[src/rtl/wb_spi_master.sv]
// Wishbone classic slave SPI master: mode 0, MSB-first, 8-bit frames, one software chip select.
// Registers: DATA (0), STATUS (1), DIV (2), CS (3), decoded from wb_adr_i[3:2].
module wb_spi_master #(
    parameter int unsigned              DIV_WIDTH = 16,
    parameter logic [DIV_WIDTH-1:0]     DIV_RESET = DIV_WIDTH'(3)
) (
    input  logic        clk,
    input  logic        rst,
    input  logic        wb_stb_i,
    input  logic        wb_cyc_i,
    input  logic        wb_we_i,
    input  logic [3:0]  wb_sel_i,
    input  logic [31:0] wb_adr_i,
    input  logic [31:0] wb_dat_i,
    output logic [31:0] wb_dat_o,
    output logic        wb_ack_o,
    output logic        spi_sclk,
    output logic        spi_mosi,
    input  logic        spi_miso,
    output logic        spi_cs_n
);

    typedef enum logic [1:0] {StIdle, StLo, StHi} state_e;

    localparam logic [1:0] AdrData   = 2'd0;
    localparam logic [1:0] AdrStatus = 2'd1;
    localparam logic [1:0] AdrDiv    = 2'd2;
    localparam logic [1:0] AdrCs     = 2'd3;

    state_e               state_q, state_d;
    logic                 ack_q, ack_d;
    logic [31:0]          dat_q, dat_d;
    logic [DIV_WIDTH-1:0] div_q, div_d;
    logic [DIV_WIDTH-1:0] div_cnt_q, div_cnt_d;
    logic                 cs_q, cs_d;
    logic                 busy_q, busy_d;
    logic                 rxv_q, rxv_d;
    logic                 ovr_q, ovr_d;
    logic [7:0]           rx_data_q, rx_data_d;
    logic [7:0]           rx_shift_q, rx_shift_d;
    logic [7:0]           shreg_q, shreg_d;
    logic [2:0]           bit_cnt_q, bit_cnt_d;
    logic                 sclk_q, sclk_d;
    logic                 mosi_q, mosi_d;

    logic        req, wr, rd;
    logic [1:0]  adr;
    logic [31:0] rdata;
    logic [31:0] div_mask;
    logic        start;

    assign req   = wb_stb_i & wb_cyc_i & ~ack_q;
    assign wr    = req & wb_we_i;
    assign rd    = req & ~wb_we_i;
    assign adr   = wb_adr_i[3:2];
    assign start = wr & (adr == AdrData) & wb_sel_i[0] & (state_q == StIdle);

    assign div_mask = {16'h0000, {8{wb_sel_i[1]}}, {8{wb_sel_i[0]}}};

    always_comb begin
        rdata = 32'h0;
        unique case (adr)
            AdrData:   rdata = {24'h0, rx_data_q};
            AdrStatus: rdata = {29'h0, ovr_q, rxv_q, busy_q};
            AdrDiv:    rdata = 32'(div_q);
            AdrCs:     rdata = {31'h0, cs_q};
            default:   rdata = 32'h0;
        endcase
    end

    always_comb begin
        state_d    = state_q;
        ack_d      = req;
        dat_d      = rd ? rdata : 32'h0;
        div_d      = div_q;
        div_cnt_d  = div_cnt_q;
        cs_d       = cs_q;
        busy_d     = busy_q;
        rxv_d      = rxv_q;
        ovr_d      = ovr_q;
        rx_data_d  = rx_data_q;
        rx_shift_d = rx_shift_q;
        shreg_d    = shreg_q;
        bit_cnt_d  = bit_cnt_q;
        sclk_d     = sclk_q;
        mosi_d     = mosi_q;

        if (wr) begin
            unique case (adr)
                AdrData: begin
                    if (wb_sel_i[0] && state_q != StIdle) ovr_d = 1'b1;
                end
                AdrStatus: begin
                    if (wb_sel_i[0] && wb_dat_i[2]) ovr_d = 1'b0;
                end
                AdrDiv: begin
                    div_d = (div_q & ~div_mask[DIV_WIDTH-1:0]) |
                            (wb_dat_i[DIV_WIDTH-1:0] & div_mask[DIV_WIDTH-1:0]);
                end
                AdrCs: begin
                    if (wb_sel_i[0]) cs_d = wb_dat_i[0];
                end
                default: ;
            endcase
        end

        if (rd && adr == AdrData) rxv_d = 1'b0;

        // Completion below overrides the read-clear of rx_valid on a coincident cycle.
        unique case (state_q)
            StIdle: begin
                if (start) begin
                    busy_d    = 1'b1;
                    shreg_d   = wb_dat_i[7:0];
                    mosi_d    = wb_dat_i[7];
                    bit_cnt_d = 3'd7;
                    div_cnt_d = div_q;
                    state_d   = StLo;
                end
            end
            StLo: begin
                if (div_cnt_q == '0) begin
                    sclk_d     = 1'b1;
                    rx_shift_d = {rx_shift_q[6:0], spi_miso};
                    div_cnt_d  = div_q;
                    state_d    = StHi;
                end else begin
                    div_cnt_d = div_cnt_q - 1'b1;
                end
            end
            StHi: begin
                if (div_cnt_q == '0) begin
                    sclk_d    = 1'b0;
                    div_cnt_d = div_q;
                    if (bit_cnt_q == 3'd0) begin
                        rx_data_d = rx_shift_q;
                        rxv_d     = 1'b1;
                        busy_d    = 1'b0;
                        state_d   = StIdle;
                    end else begin
                        shreg_d   = {shreg_q[6:0], 1'b0};
                        mosi_d    = shreg_q[6];
                        bit_cnt_d = bit_cnt_q - 1'b1;
                        state_d   = StLo;
                    end
                end else begin
                    div_cnt_d = div_cnt_q - 1'b1;
                end
            end
            default: state_d = StIdle;
        endcase
    end

    always_ff @(posedge clk or posedge rst) begin
        if (rst) begin
            state_q    <= StIdle;
            ack_q      <= 1'b0;
            dat_q      <= 32'h0;
            div_q      <= DIV_RESET;
            div_cnt_q  <= '0;
            cs_q       <= 1'b0;
            busy_q     <= 1'b0;
            rxv_q      <= 1'b0;
            ovr_q      <= 1'b0;
            rx_data_q  <= 8'h00;
            rx_shift_q <= 8'h00;
            shreg_q    <= 8'h00;
            bit_cnt_q  <= 3'd0;
            sclk_q     <= 1'b0;
            mosi_q     <= 1'b0;
        end else begin
            state_q    <= state_d;
            ack_q      <= ack_d;
            dat_q      <= dat_d;
            div_q      <= div_d;
            div_cnt_q  <= div_cnt_d;
            cs_q       <= cs_d;
            busy_q     <= busy_d;
            rxv_q      <= rxv_d;
            ovr_q      <= ovr_d;
            rx_data_q  <= rx_data_d;
            rx_shift_q <= rx_shift_d;
            shreg_q    <= shreg_d;
            bit_cnt_q  <= bit_cnt_d;
            sclk_q     <= sclk_d;
            mosi_q     <= mosi_d;
        end
    end

    assign wb_ack_o = ack_q;
    assign wb_dat_o = dat_q;
    assign spi_sclk = sclk_q;
    assign spi_mosi = mosi_q;
    assign spi_cs_n = ~cs_q;

endmodule

[config.mk]
export PLATFORM = sky130hd
export DESIGN_NAME = wb_spi_master
export DESIGN_NICKNAME = d
export VERILOG_FILES = /design/src/rtl/wb_spi_master.sv
export SDC_FILE = /design/constraint.sdc
export NUM_CORES = 1
export LEC_CHECK = 0
export ABC_AREA = 0
export BUFFER_PORTS_ARGS = -buffer_cell sky130_fd_sc_hd__buf_4
export CORE_ASPECT_RATIO = 1.2
export CORE_MARGIN = 1
export CORE_UTILIZATION = 26
export CTS_CLUSTER_DIAMETER = 50
export DETAILED_ROUTE_END_ITERATION = 7
export SLEW_MARGIN = 10
export SYNTH_ARGS = -nofsm -noshare
export SYNTH_HDL_FRONTEND = slang
export SYNTH_SLANG_ARGS = --single-unit
[constraint.sdc]
create_clock -name clk -period 7.3 [get_ports clk]
set_input_delay 1.095 -clock clk [delete_from_list [all_inputs] [get_ports clk]]
set_output_delay 1.095 -clock clk [all_outputs]
set_load 0.01 [all_outputs]
==> results of run 1 <==
## cell type report
class | count | area (um2) | area share (%)
inverters | 12 | 46.3 | 0.954
clock inverters | 7 | 77.6 | 1.60
multi-input cells | 258 | 1800 | 37.1
repair buffers | 49 | 368 | 7.58
clock buffers | 9 | 225 | 4.64
well taps | 204 | 255 | 5.26
flip-flops and latches | 83 | 2080 | 42.8
## routing by layer
layer | GRT usage, % | vias up | wire length (um)
li1 | - | 1417 | -
met1 | 14.7 | 1487 | 3940
met2 | 20.1 | 63 | 4470
met3 | 2.49 | 21 | 316
met4 | 6.21 | 0 | 246
met5 | 0 | - | 0
## critical path, cell delays in order (launching register included)
cell,delay [ps]
dfrtp_1,430
or4_1,690
o41a_1,790
o41a_1,240
o21ai_0,210
o311ai_0,200
## cell usage after synthesis, drive strengths merged (2+ instances only)
cell | n | area share, %
o311ai | 2 | 0.43
inv | 12 | 1.1
nand4 | 9 | 1.4
mux2i | 7 | 1.7
nand3 | 8 | 1.1
o41ai | 3 | 0.83
o22ai | 4 | 0.62
nor3 | 9 | 1.1
nor2 | 23 | 2.1
o41a | 2 | 0.55
a21oi | 42 | 5.3
and3 | 3 | 0.46
and2 | 8 | 1.2
or3 | 2 | 0.31
a21o | 3 | 0.55
nor4 | 3 | 0.83
a22o | 5 | 1.1
o21ai | 21 | 2.7
and4b | 2 | 0.49
a31oi | 3 | 0.46
dfrtp | 81 | 50
nand2 | 12 | 1.2
mux2 | 33 | 9.2
a2bb2oi | 3 | 0.80
ha | 8 | 2.5
clkbuf | 16 | 1.5
nor4b | 2 | 0.43
dfstp | 2 | 1.3
buf | 19 | 3.3
nand4b | 2 | 0.80
nand2b | 4 | 0.62
or4 | 5 | 0.92
## cells by family (layout without fill, tap and decap cells)
| group | after synthesis | in the layout | share of synthesized area [%] |
|---|---|---|---|
| other | 1 | 16 | 0.0924 |
| muxes | 41 | 41 | 11.4 |
| AOI/OAI and AO/OA | 98 | 98 | 15.4 |
| and+or+nand+nor | 95 | 95 | 13.5 |
| buffers and inverters | 47 | 77 | 5.86 |
| adders and majority gates | 8 | 8 | 2.47 |
| DFF | 83 | 83 | 51.2 |
## through the flow
| step | setup slack [ps] | instance area, um2 | instances | utilization (%) |
|---|---|---|---|---|
| 6_report | 4580 | 4850 | 622 | 32.1 |
| 4_1_cts | 4580 | 4850 | 622 | 32.1 |
| 3_3_place_gp | 4300 | 4550 | 606 | 30.1 |
| 3_5_place_dp | 4320 | 4550 | 606 | 30.1 |
| 5_1_grt | 4360 | 4850 | 622 | 32.1 |
| 2_1_floorplan | 4070 | 4120 | 388 | - |
## power groups by stage
| stage | clock network, mW | registers (mW) | logic, mW |
|---|---|---|---|
| 2_1_floorplan | 0 | 0.626 | 0.375 |
| 3_3_place_gp | 0 | 0.641 | 0.466 |
| 3_5_place_dp | 0 | 0.648 | 0.478 |
| 4_1_cts | 0.471 | 0.640 | 0.482 |
| 5_1_grt | 0.491 | 0.657 | 0.547 |
| 6_report | 0.458 | 0.642 | 0.480 |
## worst paths after layout
path                            depth (start not counted)    startpoint  slack [ps]       endpoint
worst min-delay path                                    1      wb_ack_o         470       wb_ack_o
worst min register to register                          1      wb_ack_o         470       wb_ack_o
worst max-delay path                                    5  div_cnt_q[4]        4580  div_cnt_q[13]
max in group asynchronous                               3           rst        5540      async pin
worst max register to register                          5  div_cnt_q[4]        4580  div_cnt_q[13]
min in group asynchronous                               3           rst        1080    wb_dat_o[5]
==> metrics.md, run 1 <==
| Metric | Value |
|---|---|
| Status | finished clean |
| Via count | between 2000 and 3000 |
| Drc violations | 0 |
| Worst-Skew Late Latency | about 340 ps |
| Logic pwr share | between 30% and 40% |
| Row count | between 40 and 50 |
| NetSw | between 0.5 and 0.6 mW |
| Ys flop type | dfrtp_1 |
| Share of cells above drive strength 1 | around a quarter |
| Crit-path max FO | 25 |
| Nature of the critical path startpoint | flip-flop |
| Port Buffers | 45 |
| Max Buffers Root-to-Sink | 2 |
| Worst Setup End Kind | flip-flop |
| Most used cells in the layout excluding fill and tap cells | 81 x dfrtp_1, 49 x buf_4, 41 x a21oi_1, 32 x mux2_2, 23 x nor2_1 |
| Number of synthesis warnings | 0 |
| Power share of the sequential group | 40.6% |
| Area Overhead vs Synth | 19.6% |
| CTS sink count | 83 |
| Overall routing resource usage | 12.1% |
| Core ar. | roughly 15000 um2 |
| Post_cts resized | 0 |
| Largest net degree at the start of global routing | 84 |
| Post-synthesis sequential area ratio | 51.2% |
| WL per Instance | roughly 14 um |
| Final worst-path cycle share | a little under two fifths |
| Setup TNS Final | 0 ps |
| Worst Hold Class | flip-flop to flip-flop |
| Filler cells | 1564 |
| Worst Tran Pin Value | 1050 ps |
| EDFF count, synth | 0 |
| Switching part of the total | 35.9% |
| Hold-fix buffers at CTS | 0 |
| Critical path arrival | 2910 ps |
| Synthesized area | 4060 um2 |
| Die W | 116 um |
| Post-route ant nets | 0 |
| Die height | about 140 um |
| Leak | roughly 2.2 nW |
| GR Overflow Total | 0 |
| Max Cap Viol | 0 |
| Number of global-route vias before repair | 3033 |
| Initial Util | between 20% and 30% |
| Final #Nets | around 500 |
| Global-route wire length before repair | approximately 15000 um |
| Post-detailed-route via-to-cell ratio | 4.80 |
| ANT cells | 0 |
| Hold_ws | 470 ps |
| Slew Viols, Final | 0 |
| Iter 0 DRT Violations | around 150 |
| Initial antenna violation count | 0 |
| TritonCTS Buffers | 9 |
| H-Tree Depth | 3 |
| IO Count | 110 |
| Max IR drop VDD | roughly 0.14 mV |
| Die area | between 15000 and 20000 um2 |
| Clock group share of total power | between 20% and 30% |
| RSZ-0062 raised after global routing | false |
| Internal power | roughly 1.0 mW |
| Min Tclk post-route | ~2700 ps |
| Max_slew headroom | 29.7% |
| Most common cell after layout, fill and taps aside | dfrtp_1 |
| Syn Inst Count | ~370 |
| Fmax achieved | 368 MHz |
| Final Total Pwr | roughly 1.6 mW |
| Number of distinct library cells after synthesis | 58 |
| Total routed wirelength | 8970 um |
| Setup Skew | just under 5 ps |
| Post-DP HPWL | 6450 um |
| Post-CTS setup buffer count | 0 |
| Critical Path RT | between 7000 and 8000 ps |
| GPL Wtd Cong | roughly 0.76 |
| TritonCTS clock tree | yes |
| Final-report hold violation count | 0 |
| Initial DRT Pass Iterations | 4 |
| Root Driver | clkbuf_16 |
| Final setup violation count | 0 |
| Clock transition at path regs | roughly 60 ps |
| Ys async rst share | 100% |
| Syn Area/Cell | about 11 um2 |
| Setup CP Type | flip-flop to flip-flop |
| Register bit total from synthesis | between 80 and 90 |
| Power Density | around 330 nW/um2 |
Power figures use the tool's default switching activity.
==> inputs of run 2 (changes only) <==
- clock period: 7.3 -> 2.6 ns (I/O delays scaled with it)
==> metrics.md, run 2 (synthesis gave the netlist of run 1 again) <==
| Metric | Value |
|---|---|
| Critical path origin | div_cnt_q[0] (was div_cnt_q[4]) |
| Iter 0 DRT Violations | 172 (was 145) |
| Total routed wirelength | 9250 um (was 8970 um) |
| Post-CTS setup buffer count | 0 (unchanged) |
| Worst-Skew Late Latency | 340 ps (about the same) |
| Core ar. | 15100 um2 (unchanged) |
| Reg2Reg Setup Slack | 120 ps (was 4580 ps) |
| TritonCTS Buffers | 9 (unchanged) |
| Post-detailed-route via-to-cell ratio | 4.75 (was 4.80) |
| Setup Skew | 6.98 ps (was 4.85 ps) |
| GPL Wtd Cong | 0.794 (was 0.757) |
| Area Overhead vs Synth | 21.7% (was 19.6%) |
| Drc violations | 0 (unchanged) |
| Worst Hold Class | input port to async pin (was flip-flop to flip-flop) |
| Share of cells above drive strength 1 | 28.2% (was 26.6%) |
| Worst r2r src | div_cnt_q[0] (was div_cnt_q[4]) |
| Die W | 116 um (unchanged) |
| Crit-path max FO | 5 (was 25) |
| Power Density | 908 nW/um2 (was 326 nW/um2) |
| Critical-path top delay cell | or4_1 (was o41a_1) |
| WL per Instance | 14.6 um (was 14.4 um) |
| Setup CP Type | flip-flop to flip-flop (unchanged) |
| RSZ-0062 raised after global routing | false (unchanged) |
| Final worst-path cycle share | 95.4% (was 37.3%) |
| Final setup violation count | 0 (unchanged) |
| Most used cells in the layout excluding fill and tap cells | 81 x dfrtp_1, 58 x buf_4, 41 x a21oi_1, 32 x mux2_2, 23 x nor2_1 (was 81 x dfrtp_1, 49 x buf_4, 41 x a21oi_1, 32 x mux2_2, 23 x nor2_1) |
| Max IR drop VDD | 0.369 mV (was 0.142 mV) |
| GR Overflow Total | 0 (unchanged) |
| TritonCTS clock tree | yes (unchanged) |
| Max_slew headroom | 53.0% (was 29.7%) |
| H-Tree Depth | 3 (unchanged) |
| Post-DP HPWL | 6810 um (was 6450 um) |
| Die area | 16100 um2 (unchanged) |
| Number of global-route vias before repair | 2964 (was 3033) |
| Most common cell after layout, fill and taps aside | dfrtp_1 (unchanged) |
| Initial antenna violation count | 0 (unchanged) |
| Root Driver | clkbuf_16 (unchanged) |
| Fin util | 32.6% (was 32.1%) |
| IO Count | 110 (unchanged) |
| Critical Path RT | 2830 ps (was 7490 ps) |
| Worst Tran Pin Value | 700 ps (was 1050 ps) |
| Slew Viols, Final | 0 (unchanged) |
| Port Buffers | 45 (unchanged) |
| Max Buffers Root-to-Sink | 2 (unchanged) |
| Status | finished clean (unchanged) |
| Leak | 2.25 nW (was 2.20 nW) |
| Post-route ant nets | 0 (unchanged) |
| Clock transition at path regs | 60 ps (about the same) |
| Fmax achieved | 403 MHz (was 368 MHz) |
| Largest stage delay on the critical path | 630 ps (was 790 ps) |
| Final-report hold violation count | 0 (unchanged) |
| Min Tclk post-route | 2480 ps (was 2720 ps) |
| Reg2Reg Depth | 7 (was 5) |
| Row count | 49 (unchanged) |
| Max Cap Viol | 0 (unchanged) |
| Global-route wire length before repair | 15000 um (was 15100 um) |
| Initial Util | 26.8% (unchanged) |
| Nature of the critical path startpoint | flip-flop (unchanged) |
| Overall routing resource usage | 12.2% (was 12.1%) |
| CP Cell Sequence | inv_1, ha_1, or3b_1, or4_1, o21ai_2, nand2_1, a32o_1 (was or4_1, o41a_1, o41a_1, o21ai_0, o311ai_0) |
| Die height | 139 um (unchanged) |
| RR Endpoint | shreg_q[0] (was div_cnt_q[13]) |
| Via count | 3004 (was 2988) |
| Initial DRT Pass Iterations | 4 (unchanged) |
| Critical path arrival | 2710 ps (was 2910 ps) |
| ANT cells | 0 (unchanged) |
| CTS sink count | 83 (unchanged) |
| Worst Setup End Kind | flip-flop (unchanged) |
| Setup TNS Final | 0 ps (unchanged) |
| Final #Nets | 506 (was 495) |
| Largest net degree at the start of global routing | 49 (was 84) |
[run 2: power by group]
group / internal (mW) / switching, mW / total [mW]
sequential: 1.56 / 0.239 / 1.80
combinational: 0.622 / 0.864 / 1.49
clock: 0.651 / 0.545 / 1.20
[run 2: timing repair]
item	CTS	global route
endpoints found under the setup margin	0	6
hold buffers	0	0
gates resized for setup	0	1
[run 2: routing by layer]
layer	vias up	wire length, um	GRT usage [%]
li1	1433	-	-
met1	1484	3980	14.8
met2	71	4770	20.9
met3	16	351	3.06
met4	0	143	4.12
met5	-	0	0
[run 2: worst max-delay path by stage]
stage	slack, ps	endpoint	cells after the start
4_1_cts	110	shreg_q[2]	8
5_1_grt	8	shreg_q[0]	7
3_3_place_gp	170	shreg_q[3]	6
2_1_floorplan	80	async pin	1
3_5_place_dp	130	shreg_q[2]	8
6_report	120	shreg_q[0]	7
[run 2: area by class of cell]
type	instances	area (um2)
multi-input combinational	258	1810
clock buffer	9	225
tap	204	255
fill	1559	10200
inverter	12	46.3
sequential	83	2080
timing repair buffer	60	475
clock inverter	7	52.6
[run 2: per-stage QoR]
step | worst slack (ps) | cell area [um2] | power (mW) | std cells | hold slack (ps)
floorplan | 76.5 | 4120 | 2.81 | 388 | 451
global placement | 167 | 4650 | 3.21 | 617 | 470
detailed placement | 129 | 4650 | 3.28 | 617 | 475
CTS | 107 | 4930 | 4.50 | 633 | 143
global route | 8.30 | 4940 | 4.79 | 633 | 164
finish | 120 | 4940 | 4.48 | 633 | 120
[run 2: critical path, delay by kind of cell (launching register included)]
family / cells / cell delay [ps]
fa+ha+maj: 1 / 190
simple gates: 3 / 1220
compound gates: 2 / 440
buf+inv: 1 / 130
flops: 1 / 390
==> inputs of run 3 (changes only) <==
- ABC_AREA: 0 -> 1
- TNS_END_PERCENT: not set -> 5
==> metrics.md, run 3 <==
| Metric | Value |
|---|---|
| Post-route ant nets | 0 (unchanged) |
| Register bit total from synthesis | 83 (unchanged) |
| GR Util met2 | 18.3% (was 20.9%) |
| Met1 usage | 15.0% (was 14.8%) |
| Die area | 17400 um2 (was 16100 um2) |
| Setup ws final | 617 ps (was 120 ps) |
| Most common cell after layout, fill and taps aside | nand2_1 (was dfrtp_1) |
| Power Density | 1030 nW/um2 (was 908 nW/um2) |
| Post_cts resized | 0 (unchanged) |
| Die height | 144 um (was 139 um) |
| Via count | 3366 (was 3004) |
| Port Buffers | 45 (unchanged) |
| Leak | 2.60 nW (was 2.25 nW) |
| Crit-path max FO | 19 (was 5) |
| Max Buffers Root-to-Sink | 2 (unchanged) |
| Area Overhead vs Synth | 18.1% (was 21.7%) |
| Placed cell area | 4850 um2 (was 4650 um2) |
| Critical path origin | div_cnt_q[0] (unchanged) |
| Post-synth top area share | 46.2% (was 49.9%) |
| WL per Instance | 11.9 um (was 14.6 um) |
| Ys async rst share | 100% (unchanged) |
| Worst Setup End Kind | flip-flop (unchanged) |
| Post-synthesis sequential area ratio | 47.4% (was 51.2%) |
| Syn Inst Count | 531 (was 373) |
| Most common cell in the synthesized netlist | nand2_1 (was dfrtp_1) |
| CP Capture Point | div_cnt_q[9] (was shreg_q[0]) |
| Hold-fix buffers at CTS | 0 (unchanged) |
| Global route hottest layer | met2 (unchanged) |
| Max_slew headroom | 57.2% (was 53.0%) |
| Share of cells above drive strength 1 | 18.9% (was 28.2%) |
| Number of global-route vias before repair | 3184 (was 2964) |
| Min Tclk post-route | 1980 ps (was 2480 ps) |
| Iter 0 DRT Violations | 122 (was 172) |
| IO Count | 110 (unchanged) |
| Die W | 121 um (was 116 um) |
| GPL Wtd Cong | 0.829 (was 0.794) |
| Pre-CTS setup slack | 578 ps (was 129 ps) |
| Setup CP Type | flip-flop to flip-flop (unchanged) |
| Worst Hold Class | input port to async pin (unchanged) |
| RR Endpoint | div_cnt_q[9] (was shreg_q[0]) |
| Final-report hold violation count | 0 (unchanged) |
| Final worst-path cycle share | 76.3% (was 95.4%) |
| NetSw | 2.11 mW (was 1.65 mW) |
| Overall routing resource usage | 11.5% (was 12.2%) |
| Synth area leader | dfrtp_1 (unchanged) |
| Reg2Reg Depth | 10 (was 7) |
| ANT cells | 0 (unchanged) |
| Top post-synthesis cells by area | dfrtp_1 46%, nand2_1 12%, inv_1 5.7% (was dfrtp_1 50%, mux2_2 8.9%, a21oi_1 5.1%) |
| Clock group share of total power | 26.1% (was 26.7%) |
| CTS sink count | 83 (unchanged) |
| Fin util | 31.7% (was 32.6%) |
| Number of synthesis warnings | 0 (unchanged) |
| Post-detailed-route via-to-cell ratio | 4.26 (was 4.75) |
| H-Tree Depth | 3 (unchanged) |
| RSZ-0062 raised after global routing | false (unchanged) |
| Internal power | 3.22 mW (was 2.84 mW) |
| Worst r2r src | div_cnt_q[0] (unchanged) |
| Setup Skew | 7.89 ps (was 6.98 ps) |
| Most frequent cells after synthesis | 140 x nand2_1, 81 x dfrtp_1, 67 x inv_1 (was 81 x dfrtp_1, 41 x a21oi_1, 32 x mux2_2) |
| Core ar. | 16300 um2 (was 15100 um2) |
| Cell area after layout | 5180 um2 (was 4940 um2) |
| Logic pwr share | 39.3% (was 33.1%) |
| Initial Util | 26.8% (about the same) |
| Worst-Skew Late Latency | 340 ps (about the same) |
| Critical Path RT | 2870 ps (was 2830 ps) |
| Row count | 51 (was 49) |
| Max IR drop VDD | 0.343 mV (was 0.369 mV) |
| Number of distinct library cells after synthesis | 39 (was 58) |
| Power share of the sequential group | 34.6% (was 40.2%) |
| Global-route wire length before repair | 15800 um (was 15000 um) |
| Drc violations | 0 (unchanged) |
| Ys flop type | dfrtp_1 (unchanged) |
| Syn Area/Cell | 8.26 um2 (was 10.9 um2) |
| Initial DRT Pass Iterations | 4 (unchanged) |
| Post-CTS setup buffer count | 0 (unchanged) |
| Max Cap Viol | 0 (unchanged) |
| Filler cells | 1786 (was 1559) |
| Clock transition at path regs | 70 ps (was 60 ps) |
| EDFF count, synth | 0 (unchanged) |
| Most used cells in the layout excluding fill and tap cells | 140 x nand2_1, 81 x dfrtp_1, 66 x inv_1, 52 x nor2_1, 46 x buf_4 (was 81 x dfrtp_1, 58 x buf_4, 41 x a21oi_1, 32 x mux2_2, 23 x nor2_1) |
| Total routed wirelength | 9400 um (was 9250 um) |
| Critical path arrival | 2250 ps (was 2710 ps) |
| Final #Nets | 656 (was 506) |
| Setup TNS Final | 0 ps (unchanged) |
| TritonCTS Buffers | 9 (unchanged) |
| Slew Viols, Final | 0 (unchanged) |
| Post-DP HPWL | 6930 um (was 6810 um) |
| Switching part of the total | 39.6% (was 36.8%) |
| Worst Tran Pin Value | 641 ps (was 700 ps) |
| Initial antenna violation count | 0 (unchanged) |
| Fmax achieved | 504 MHz (was 403 MHz) |
| Met3 usage | 2.56% (was 3.06%) |
| TritonCTS clock tree | yes (unchanged) |
| Synthesized area | 4380 um2 (was 4060 um2) |
| Nature of the critical path startpoint | flip-flop (unchanged) |
| Largest net degree at the start of global routing | 49 (unchanged) |
| Status | finished clean (unchanged) |
| Root Driver | clkbuf_16 (unchanged) |
| GR Overflow Total | 0 (unchanged) |
| Reg2Reg Setup Slack | 620 ps (was 120 ps) |
| Final setup violation count | 0 (unchanged) |
run 3: changes by cell type after synthesis, moves of 14 or more:
| cell | change |
|---|---|
| nand3_1 | +36 |
| mux2_2 | -32 |
| o21ai_2 | +18 |
| o21ai_1 | +19 |
| nor2_1 | +29 |
| clkbuf_1 | -14 |
| inv_1 | +55 |
| nand2_1 | +129 |
| a21oi_1 | -29 |
run 3: cell type report:
cell class / count / area, um2 / share of cell area [%]
multi-input cells: 364 / 1880 / 36.3
repair buffers: 47 / 365 / 7.06
inverters: 69 / 262 / 5.05
clock inverters: 5 / 85.1 / 1.64
well taps: 212 / 265 / 5.12
flip-flops and latches: 83 / 2080 / 40.2
clock buffers: 10 / 239 / 4.62
run 3: worst min-delay path by stage:
stage	from	endpoint	slack [ps]
after CTS	rst	wb_ack_o	140
after detailed placement	shreg_q[2]	shreg_q[2]	470
after floorplan	div_cnt_q[13]	div_cnt_q[13]	440
after global placement	shreg_q[4]	shreg_q[4]	460
after global routing	rst	wb_ack_o	170
final	rst	wb_ack_o	120
run 3: power groups by stage:
| stage | clock network [mW] | registers, mW | logic, mW |
|---|---|---|---|
| floorplan | 0 | 1.80 | 1.82 |
| global placement | 0 | 1.87 | 2.09 |
| detailed placement | 0 | 1.87 | 2.12 |
| CTS | 1.43 | 1.85 | 2.13 |
| global route | 1.47 | 1.90 | 2.41 |
| finish | 1.39 | 1.85 | 2.10 |
run 3: worst max-delay path, cell delays in order (launching register included):
cell and delay (ps):
dfrtp_1 380, inv_1 180, ha_1 210, nand3_1 120, nor2_4 140, nand3_4 210, nand2_4 270, inv_1 170
nand2_1 110, nand3_1 60, nand2_1 70
run 3: logic make-up (layout without fill, tap and decap cells):
family | Yosys count | after routing | share of synthesized area [%]
other cells | 1 | 16 | 0.0855
compound gates | 75 | 75 | 11.2
simple gates | 261 | 261 | 27.3
flops | 83 | 83 | 47.4
xor+xnor | 4 | 4 | 0.799
fa+ha+maj | 8 | 8 | 2.28
buf+inv | 99 | 131 | 11.0
run 3: per-layer routing:
metal / routed length [um] / share of wire [%]
met1: 4340 / 46
met2: 4490 / 48
met3: 330 / 3.5
met4: 240 / 2.6
met5: 0 / 0
run 3: stage by stage:
step | cells | hold WS (ps) | total power, mW
2_1_floorplan | 546 | 442 | 3.62
3_3_place_gp | 775 | 458 | 3.96
3_5_place_dp | 775 | 466 | 3.99
4_1_cts | 790 | 138 | 5.42
5_1_grt | 790 | 170 | 5.78
6_report | 790 | 121 | 5.34
